<file path="src/rtl/param_queue_lvl.sv">
// Parametrised synchronous FIFO with occupancy count, almost-full/almost-empty thresholds and sticky
// overflow/underflow flags. Define QUEUE_WATERMARK_EN to add the peak_count high-water-mark output.
module param_queue_lvl #(
    parameter int WIDTH     = 8,
    parameter int DEPTH     = 16,
    parameter int AF_THRESH = DEPTH - 2,
    parameter int AE_THRESH = 2,
    localparam int CW       = $clog2(DEPTH + 1)
) (
    input  logic             clk,
    input  logic             rst,
    input  logic [WIDTH-1:0] data_in,
    input  logic             enqueue,
    input  logic             dequeue,
    input  logic             clear_err,
    output logic [WIDTH-1:0] data_out,
    output logic [CW-1:0]    count,
    output logic             full,
    output logic             empty,
    output logic             almost_full,
    output logic             almost_empty,
    output logic             overflow,
    output logic             underflow
`ifdef QUEUE_WATERMARK_EN
    ,
    output logic [CW-1:0]    peak_count
`endif
);

    localparam int PW = (DEPTH > 1) ? $clog2(DEPTH) : 1;
    localparam logic [PW-1:0] LAST_PTR = PW'(DEPTH - 1);
    localparam logic [CW-1:0] DEPTH_C  = CW'(DEPTH);
    localparam logic [CW-1:0] AF_C     = CW'(AF_THRESH);
    localparam logic [CW-1:0] AE_C     = CW'(AE_THRESH);

    generate
        if (DEPTH < 2 || AF_THRESH < 1 || AF_THRESH > DEPTH ||
            AE_THRESH < 0 || AE_THRESH > DEPTH - 1) begin : g_param_err
            $error("param_queue_lvl: illegal DEPTH/AF_THRESH/AE_THRESH combination");
        end
    endgenerate

    logic [WIDTH-1:0] mem [DEPTH];

    logic [PW-1:0]    wr_ptr_q, wr_ptr_d;
    logic [PW-1:0]    rd_ptr_q, rd_ptr_d;
    logic [CW-1:0]    count_q, count_d;
    logic [WIDTH-1:0] data_out_q, data_out_d;
    logic             full_q, empty_q, af_q, ae_q;
    logic             overflow_q, overflow_d;
    logic             underflow_q, underflow_d;
    logic             deq_ok, enq_ok;

    always_comb begin
        deq_ok = dequeue & ~empty_q;
        // A dequeue accepted this cycle frees a slot, so a full queue can still take a write.
        enq_ok = enqueue & (~full_q | deq_ok);

        count_d = count_q;
        case ({enq_ok, deq_ok})
            2'b10:   count_d = count_q + CW'(1);
            2'b01:   count_d = count_q - CW'(1);
            default: count_d = count_q;
        endcase

        wr_ptr_d = wr_ptr_q;
        if (enq_ok) begin
            wr_ptr_d = (wr_ptr_q == LAST_PTR) ? '0 : wr_ptr_q + PW'(1);
        end

        rd_ptr_d   = rd_ptr_q;
        data_out_d = data_out_q;
        if (deq_ok) begin
            rd_ptr_d   = (rd_ptr_q == LAST_PTR) ? '0 : rd_ptr_q + PW'(1);
            data_out_d = mem[rd_ptr_q];
        end

        overflow_d  = (enqueue & ~enq_ok) | (overflow_q & ~clear_err);
        underflow_d = (dequeue & ~deq_ok) | (underflow_q & ~clear_err);
    end

    // Storage has no reset; pointers and count make stale entries unreachable.
    always_ff @(posedge clk) begin
        if (enq_ok) begin
            mem[wr_ptr_q] <= data_in;
        end
    end

    always_ff @(posedge clk or posedge rst) begin
        if (rst) begin
            wr_ptr_q    <= '0;
            rd_ptr_q    <= '0;
            count_q     <= '0;
            data_out_q  <= '0;
            full_q      <= 1'b0;
            empty_q     <= 1'b1;
            af_q        <= 1'b0;
            ae_q        <= 1'b1;
            overflow_q  <= 1'b0;
            underflow_q <= 1'b0;
        end else begin
            wr_ptr_q    <= wr_ptr_d;
            rd_ptr_q    <= rd_ptr_d;
            count_q     <= count_d;
            data_out_q  <= data_out_d;
            full_q      <= (count_d == DEPTH_C);
            empty_q     <= (count_d == '0);
            af_q        <= (count_d >= AF_C);
            ae_q        <= (count_d <= AE_C);
            overflow_q  <= overflow_d;
            underflow_q <= underflow_d;
        end
    end

`ifdef QUEUE_WATERMARK_EN
    logic [CW-1:0] peak_q, peak_d;

    always_comb begin
        if (clear_err) begin
            peak_d = count_d;
        end else begin
            peak_d = (count_d > peak_q) ? count_d : peak_q;
        end
    end

    always_ff @(posedge clk or posedge rst) begin
        if (rst) begin
            peak_q <= '0;
        end else begin
            peak_q <= peak_d;
        end
    end

    assign peak_count = peak_q;
`endif

    assign data_out     = data_out_q;
    assign count        = count_q;
    assign full         = full_q;
    assign empty        = empty_q;
    assign almost_full  = af_q;
    assign almost_empty = ae_q;
    assign overflow     = overflow_q;
    assign underflow    = underflow_q;

endmodule

</file>
<file path="config.mk">
export PLATFORM = sky130hd
export DESIGN_NAME = param_queue_lvl
export DESIGN_NICKNAME = d
export VERILOG_FILES = /design/src/rtl/param_queue_lvl.sv
export SDC_FILE = /design/constraint.sdc
export NUM_CORES = 1
export LEC_CHECK = 0
export CAP_MARGIN = 40
export CORE_AREA = 8 8 106 157
export CTS_CLUSTER_SIZE = 30
export DETAILED_ROUTE_END_ITERATION = 7
export DIE_AREA = 0 0 114 165
export MAX_ROUTING_LAYER = met4
export PLACE_DENSITY = 0.58
export SETUP_SLACK_MARGIN = 0.15
export SYNTH_ARGS = -nofsm -noshare
export SYNTH_HDL_FRONTEND = slang
export SYNTH_SLANG_ARGS = --single-unit
</file>
<file path="constraint.sdc">
create_clock -name clk -period 7 [get_ports clk]
set_clock_uncertainty 0.15 [all_clocks]
set_input_delay 2.1 -clock clk [delete_from_list [all_inputs] [get_ports clk]]
set_output_delay 2.1 -clock clk [all_outputs]
set_load 0.03 [all_outputs]
</file>
* Yosys cells after proc, flatten, opt, wreduce, memory -nomap -nowiden
Memory sizes are Yosys's and may differ from the RTL's. A register that Yosys moved wholly into a read port is not among the register bits.
Cells that the tools add are included.
** Storage, ports and cells
- Register bits after elaboration :: 19
- RAM bits :: 128
- Input bits :: 13
- Output and inout port bits :: 19
- Memories :: 1
** Memories
- mem :: depth 16, width 8, rd ports 1, clocked after memory_dff 1, wr ports 1, RTL line 43 : logic [WIDTH-1:0] mem [DEPTH];
** Operators by class
- $add $sub $neg :: 4
- Magnitude comparators :: 2
- Eq/ne operators :: 5
- Mux-type cells :: 5
- Bitwise operators :: 14
- Reductions and logical operators :: 1
** Operators by type and width (count)
- $pmux W5 S2 :: 1
- $add A4 B1 Y4 const B :: 2
- $eq A4 B4 Y1 const B :: 2
- $mux W4 :: 2
- $and A1 B1 Y1 :: 6
- $add A5 B1 Y5 const B :: 1
- $eq A5 B5 Y1 const B :: 1
- $ge A5 B4 Y1 const B :: 1
- $le A5 B2 Y1 const B :: 1
- $logic_not A5 Y1 :: 1
- $not A1 Y1 :: 5
- $sub A5 B1 Y5 const B :: 1
- $or A1 B1 Y1 :: 3
- $eq A2 B1 Y1 const B :: 1
- $eq A2 B2 Y1 const B :: 1
- $mux W1 :: 2

* Longest topological paths before layout
Gate-level depths: netlist of run 1.
- Word-level depth :: 7
- Gate-level depth with buffers :: 11

* Worst setup path after synthesis of run 1
Ideal clock, no wire load.
- Path type :: input -> register
- Start :: input port dequeue
- End :: register ae_q, in the netlist almost_empty
- Arrival :: 4216 ps
- Data required time :: 6729 ps
- Setup slack :: 2513 ps
- Stages :: 11
- Path buffers :: 0
- Cells stage by stage :: nand2b_1 a21boi_0 inv_1 ha_1 xor2_1 ha_1 a21oi_2 or4b_4 o41ai_4 xor2_4 a2111oi_0
** Between the ends
- Longest elaborated chain between the ends :: 6
- Elaborated cells on any way between the ends :: 7
- Those cells by class :: order compare: 1; eq/ne: 2; mux: 1; bitwise: 3
** RTL lines
- start, declared :: RTL line 14 : input logic dequeue,
- $and A1 B1 Y1 * :: RTL line 55 : deq_ok = dequeue & ~empty_q;
- $or A1 B1 Y1 :: RTL line 57 : enq_ok = enqueue & (~full_q | deq_ok);
- $and A1 B1 Y1 :: RTL line 57
- $eq A2 B1 Y1 or $eq A2 B2 Y1 (tied branches) :: RTL line 60 : case ({enq_ok, deq_ok})
- $pmux W5 S2 * :: RTL line 60
- named net count_d[4] :: RTL line 47 : logic [CW-1:0] count_q, count_d;
- $le A5 B2 Y1 * :: RTL line 109 : ae_q <= (count_d <= AE_C);
- end signal, assigned :: RTL line 109
- end, declared :: RTL line 49 : logic full_q, empty_q, af_q, ae_q;
Mark *: on every way through the listed nets, which the timed path passes. The rest lies on a longest branch.
A chain may end at the register's enable or synchronous reset.

* Worst setup path in the final report of run 1
Ends and elaborated chain as after synthesis.

==> results of run 1 <==
power breakdown:
| part | switching [mW] | leakage (nW) | internal [mW] |
|---|---|---|---|
| registers | 0.0988 | 1.48 | 1.14 |
| clock network | 0.373 | 0.284 | 0.533 |
| logic | 0.526 | 0.742 | 0.430 |
stage by stage:
stage	cell area [um^2]	util	cells	hold WS (ps)	power, mW
4_1_cts	7430	0.519	587	356	3.14
6_report	7430	0.519	587	346	3.10
3_5_place_dp	6840	0.478	555	342	2.23
2_1_floorplan	6340	-	342	405	1.94
3_3_place_gp	6820	0.476	554	333	2.22
5_1_grt	7430	0.519	587	380	3.26
flip-flops by register name, summed over array words and instances, names as in the netlist:
name	count
almost_empty	1
almost_full	1
count	5
data_out	8
empty	1
full	1
mem	128
overflow	1
rd_ptr_q	4
underflow	1
wr_ptr_q	4
logic make-up (layout without fill, tap and decap cells):
| family | Yosys count | in the layout |
|---|---|---|
| compound gates | 38 | 38 |
| fa+ha+maj | 8 | 8 |
| flops | 155 | 155 |
| buf+inv | 28 | 77 |
| xor+xnor | 8 | 8 |
| simple gates | 56 | 56 |
| mux | 49 | 49 |
placed cells by master, fill, tap and decap left out, types with 4 or more instances in the layout:
cell type | netlist | layout
a21oi_1 | 8 | 8
and2_1 | 12 | 12
and4_1 | 4 | 4
buf_4 | 3 | 5
clkbuf_16 | 0 | 17
clkdlybuf4s50_1 | 0 | 31
dfrtp_1 | 25 | 24
edfxtp_1 | 128 | 128
ha_1 | 8 | 8
inv_1 | 7 | 7
inv_6 | 0 | 5
mux2_2 | 5 | 5
mux2i_1 | 12 | 12
mux4_2 | 32 | 32
nand2_1 | 15 | 15
nand3_1 | 8 | 8
nor3_1 | 5 | 5
nor3b_1 | 5 | 5
o21ai_0 | 13 | 13
xnor2_1 | 4 | 4
path summary, 6_finish.rpt:
kind	startpoint	endpoint	slack, ps	depth (start not counted)
max in group asynchronous	rst	rd_ptr_q[1]$_DFFE_PP0P_	4350	3
setup reg to reg	empty$_DFF_PP1_	almost_empty$_DFF_PP1_	3530	13
hold reg to reg	data_out[6]$_DFFE_PP0P_	data_out[6]$_DFFE_PP0P_	350	2
hold / removal	data_out[6]$_DFFE_PP0P_	data_out[6]$_DFFE_PP0P_	350	2
min in group asynchronous	rst	almost_full$_DFF_PP0_	1870	2
setup / recovery	dequeue	almost_empty$_DFF_PP1_	1950	14
worst reg2reg max path, cell delays in order, from the launching register on:
cell and delay [ps]:
dfstp_2 560, nand2b_1 110, buf_4 240, a21boi_0 130
buf_4 180, inv_1 110, ha_1 240, xor2_1 160
ha_1 220, a21oi_2 70, or4b_4 500, o41ai_4 90
xor2_4 150, a2111oi_0 420
routing by layer:
metal  up-vias  global-route usage
met1      1625               0.161
met2        67               0.251
li1       1427                   -
met3        17              0.0439
met5         -                   -
met4         0              0.0626
area by class of cell:
class,count,area [um^2],area share
clock buffers,18,429,0.0578
clock inverters,14,158,0.0212
inverters,8,30.0,0.00404
multi-input cells,159,1670,0.225
flip-flops and latches,155,4520,0.609
well taps,196,245,0.0330
repair buffers,37,375,0.0505
synth_stat cells, types with 2 or more instances:
cell and number:
buf_6 3, nor2_1 2, mux4_2 32, and4_1 4, nand3_1 8, o311ai_0 3
dfstp_2 2, ha_1 8, o21ai_0 13, and2_1 12, edfxtp_1 128, buf_2 7
xor2_1 3, mux2i_1 12, a31oi_1 2, nor3_1 5, dfrtp_1 25, a21oi_1 8
nand2_1 15, clkbuf_1 7, inv_1 7, mux2_2 5, buf_4 3, nor3b_1 5
a21o_1 3, xnor2_1 4
==> flow_summary_export.csv, run 1 <==
group,metric,value,unit
status,outcome,"finished, final reports clean",
cts,numCtsBuffers,17,
synth,avgSynthCellArea,18.5,um^2
sta,setup_viol,0,
synth,synth_top_area_frac,0.606,
critical_path,crit_buf_inv,4,
critical_path,crit_slowest_cell,"or4b_4",
sta,max_slew_margin,0.569,
critical_path,start_kind,"input port",
synth,synth_top_area_cell,"edfxtp_1",
sta,final.setup.tns,0,ps
placed_design,dp_hpwl,8330,um
route,routed-wl-met3,484,um
route,first_iter_violations,176,
synth,syn_inst,342,
critical_path,worstPathMaxFanout,22,
cts,clock_latency,420,ps
synth,yosysWarningCount,0,
route,via_per_inst,5.34,
route,dr.pass1.iters,4,
synth,ys_ff_latch,155,
synth,synthTopCellsByArea,"edfxtp_1 61%, mux4_2 11%, dfrtp_1 9.9%",
synth,synth_edf_count,128,
worst_hold_path,min_path_type,"register to register",
synth,yosys.area_share.simple,0.0505,
cts,clock_path_buffers,2,
cts,tritoncts,"done",
synth,syn_area,0.00634,mm^2
cells_and_area,antenna_cells,0,
critical_path,crit_required,7140,ps
sta,hold_viol_final,0,
synth,synthAdderAreaFrac,0.0158,
global_routing,grt_pass1_wl,19400,um
global_routing,grt_max_degree,37,
synth,syn_nets,363,
sta,slew_violations,0,
power_and_ir_drop,vdd_drop_max,0.000190,V
placed_design,gp_congestion,0.796,
job,max-cap-violations,0,
sta,max_freq,198,MHz
global_routing,grt_pass1_vias,3354,
placed_design,port_buffers,31,
cts,cts-htree-levels,4,
cts,cts_root_buf,"clkbuf_16",
synth,synth_xor_area_frac,0.0140,
cts,cts_setup_buffers,0,
synth,ys_seq_area_frac,0.713,
power_and_ir_drop,leakage,2.51,nW
synth,synth.area.mux_share,0.142,
synth,synthArstFlopShare,0.174,
sta,worstMarginPinSlew,646,ps
critical_path,crit_type,"input port to register",
floorplanning,rows,54,
critical_path,path_cells,"clkdlybuf4s50_1 > nand2b_1 > buf_4 > a21boi_0 > buf_4 > inv_1 > ha_1 > xor2_1 > ha_1 > a21oi_2 > or4b_4 > o41ai_4 > xor2_4 > a2111oi_0",
floorplanning,dieArea,0.0188,mm^2
route,drt-total-wl,12500,um
route,ant_nets,0,
route,wl_met1,5100,um
cells_and_area,fill_cells,1181,
floorplanning,die_h,165,um
route,vias,3136,
global_routing,overflow,0,
cts,hold_buffers,0,
cells_and_area,nets,399,
synth,synth_compound_area_frac,0.0415,
critical_path,cp.arrival,5200,ps
global_routing,grt_usage,0.149,
route,route.met2.wl,6680,um
placed_design,place_ws,1540,ps
critical_path,crit_family,"buffers and inverters",
floorplanning,core,0.0143,mm^2
floorplanning,die_w,114,um
sta,fin_ws,1950,ps
cells_and_area,drive_gt1_frac,0.212,
cts,cts_resized,0,
sta,period_needed,5050,ps
cts,cts_sinks,155,
critical_path,end_kind,"register",
sta,rsz0062_at_grt,"no",
cells_and_area,area_growth,17.2,%
synth,ys_types,42,
route,drc,0,
global_routing,antenna_found_initial,0,
cts,clkTransAtPathRegs,60,ps
synth,synth_top_flop_cell,"edfxtp_1",
floorplanning,io_pins,32,
synth,synth_top_family_by_area,"multiplexers",
sta,fin_crit_sh,0.722,
power_and_ir_drop,power_density,417,mW/mm^2
route,highest_layer,"met4",
floorplanning,floorplan.initialDensity,0.443,
route,wl_per_cell,21.3,um
critical_path,max_stage_delay,500,ps
(Power assumes the default switching activity.)
==> run 2: changes to the inputs <==
==> constraint.sdc (replaced) <==
create_clock -name clk -period 5.05 [get_ports clk]
set_clock_uncertainty 0.15 [all_clocks]
set_input_delay 1.515 -clock clk [delete_from_list [all_inputs] [get_ports clk]]
set_output_delay 1.515 -clock clk [all_outputs]
set_load 0.03 [all_outputs]
==> flow_summary_export.csv, run 2 (synthesis results as in run 1) <==
group,metric,value,unit
sta,hold_viol_final,0,
placed_design,dp_hpwl,8380,um
sta,rsz0062_at_grt,"no",
floorplanning,rows,54,
route,wl_per_cell,21.5,um
placed_design,gp_congestion,0.761,
cts,cts_setup_buffers,0,
sta,fin_crit_sh,0.861,
global_routing,met3_usage,0.0311,
critical_path,worst_path_most_repeated_cell,"ha_1",
cts,clkTransAtPathRegs,70,ps
global_routing,gr-usage-met2,0.261,
critical_path,max_stage_delay,500,ps
route,drt-total-wl,12600,um
route,dr.pass1.iters,4,
floorplanning,io_pins,32,
global_routing,use_met1,0.170,
critical_path,crit_slowest_cell,"or4b_4",
sta,slew_violations,0,
cts,clock_path_buffers,2,
route,drc,0,
cells_and_area,final_cell_mix,"128 x edfxtp_1, 32 x mux4_2, 31 x clkdlybuf4s50_1, 24 x dfrtp_1, 17 x clkbuf_16",
sta,period_needed,4350,ps
cells_and_area,final_common_cell,"edfxtp_1",
cts,numCtsBuffers,17,
route,vias,3066,
critical_path,path_cells,"clkdlybuf4s50_1 > nand2b_1 > a21boi_0 > inv_1 > ha_1 > xor2_1 > ha_1 > a21oi_2 > or4b_4 > o41ai_4 > xor2_4 > a2111oi_0",
job,max-cap-violations,0,
power_and_ir_drop,power_density,572,mW/mm^2
critical_path,start_kind,"input port",
placed_design,port_buffers,31,
cells_and_area,drive_gt1_frac,0.212,
floorplanning,dieArea,0.0188,mm^2
critical_path,worstPathMaxFanout,5,
floorplanning,core,0.0143,mm^2
power_and_ir_drop,vdd_drop_max,0.000257,V
floorplanning,floorplan.initialDensity,0.443,
global_routing,grt_usage,0.150,
global_routing,grt.busiest_layer,"met2",
power_and_ir_drop,leakage,2.49,nW
global_routing,antenna_found_initial,0,
cts,cts_root_buf,"clkbuf_16",
critical_path,cp.arrival,4490,ps
sta,final.setup.tns,0,ps
cts,cts_resized,0,
cts,cts-htree-levels,4,
critical_path,end_kind,"register",
cells_and_area,area_growth,16.7,%
cts,clock_latency,410,ps
floorplanning,die_h,165,um
floorplanning,die_w,114,um
cts,tritoncts,"done",
sta,setup_viol,0,
worst_hold_path,min_path_type,"register to register",
route,via_per_inst,5.22,
cells_and_area,stdcell_area,0.00740,mm^2
cells_and_area,largest-register,"mem",
global_routing,grt_max_degree,21,
cts,cts_sinks,155,
placed_design,place_area,0.00684,mm^2
cells_and_area,largest_reg_flops,128,
cells_and_area,nets,399,
critical_path,crit_buf_inv,2,
route,ant_nets,0,
critical_path,crit_family,"compound AO/OA/AOI/OAI gates",
global_routing,grt_pass1_vias,3419,
global_routing,grt_pass1_wl,19900,um
cells_and_area,antenna_cells,0,
cts,hold_buffers,0,
critical_path,crit_type,"input port to register",
route,first_iter_violations,198,
sta,worstMarginPinSlew,776,ps
status,outcome,"finished, final reports clean",
sta,max_freq,230,MHz
critical_path,crit_required,5190,ps
global_routing,overflow,0,
sta,max_slew_margin,0.482,
[run 2: cell count changes in the layout (fill, tap and decap cells not counted)]
cell       change
clkinv_1       +1
clkinv_2       -1
clkbuf_1       -1
bufinv_16      -2
clkinv_4       +1
inv_8          +2
[run 2: worst paths after layout]
path | from | end | slack (ps) | cells past startpoint
min in group asynchronous | rst | count[1]$_DFF_PP0_ | 1270 | 2
max in group asynchronous | rst | rd_ptr_q[1]$_DFFE_PP0P_ | 3020 | 3
worst max register to register | empty$_DFF_PP1_ | almost_empty$_DFF_PP1_ | 1830 | 11
worst min-delay path | data_out[5]$_DFFE_PP0P_ | data_out[5]$_DFFE_PP0P_ | 340 | 2
worst min register to register | data_out[5]$_DFFE_PP0P_ | data_out[5]$_DFFE_PP0P_ | 340 | 2
worst max-delay path | dequeue | almost_empty$_DFF_PP1_ | 700 | 12
[run 2: worst min-delay path, delay by kind of cell, from the launching register on]
kind / cells / cell delay [ps]
AOI/OAI and AO/OA: 2 / 120
DFF: 1 / 340
[run 2: power breakdown]
part           internal, mW  switching (mW)
Combinational         0.597           0.642
Sequential             1.58           0.228
Clock                 0.646           0.542
[run 2: metal layers]
| layer | routed length [um] | part of all wire |
|---|---|---|
| met1 | 5240 | 0.41 |
| met2 | 6860 | 0.54 |
| met3 | 405 | 0.032 |
| met4 | 138 | 0.011 |
| met5 | 0 | 0 |
[run 2: area by class of cell]
cell class | instances | area (um^2)
well taps | 196 | 245
inverters | 8 | 30.0
repair buffers | 37 | 375
flip-flops and latches | 155 | 4520
multi-input cells | 159 | 1670
fillers | 1184 | 6930
clock buffers | 17 | 425
clock inverters | 15 | 128
[run 2: metrics by stage]
step / cells / hold slack [ps] / total power, mW / setup slack [ps] / utilization
after floorplan: 342 / 405 / 2.69 / 1150 / -
after global placement: 554 / 332 / 3.07 / 455 / 0.476
after detailed placement: 555 / 334 / 3.09 / 287 / 0.478
after CTS: 587 / 350 / 4.28 / 703 / 0.516
after global routing: 587 / 397 / 4.44 / 534 / 0.516
final: 587 / 343 / 4.23 / 700 / 0.516
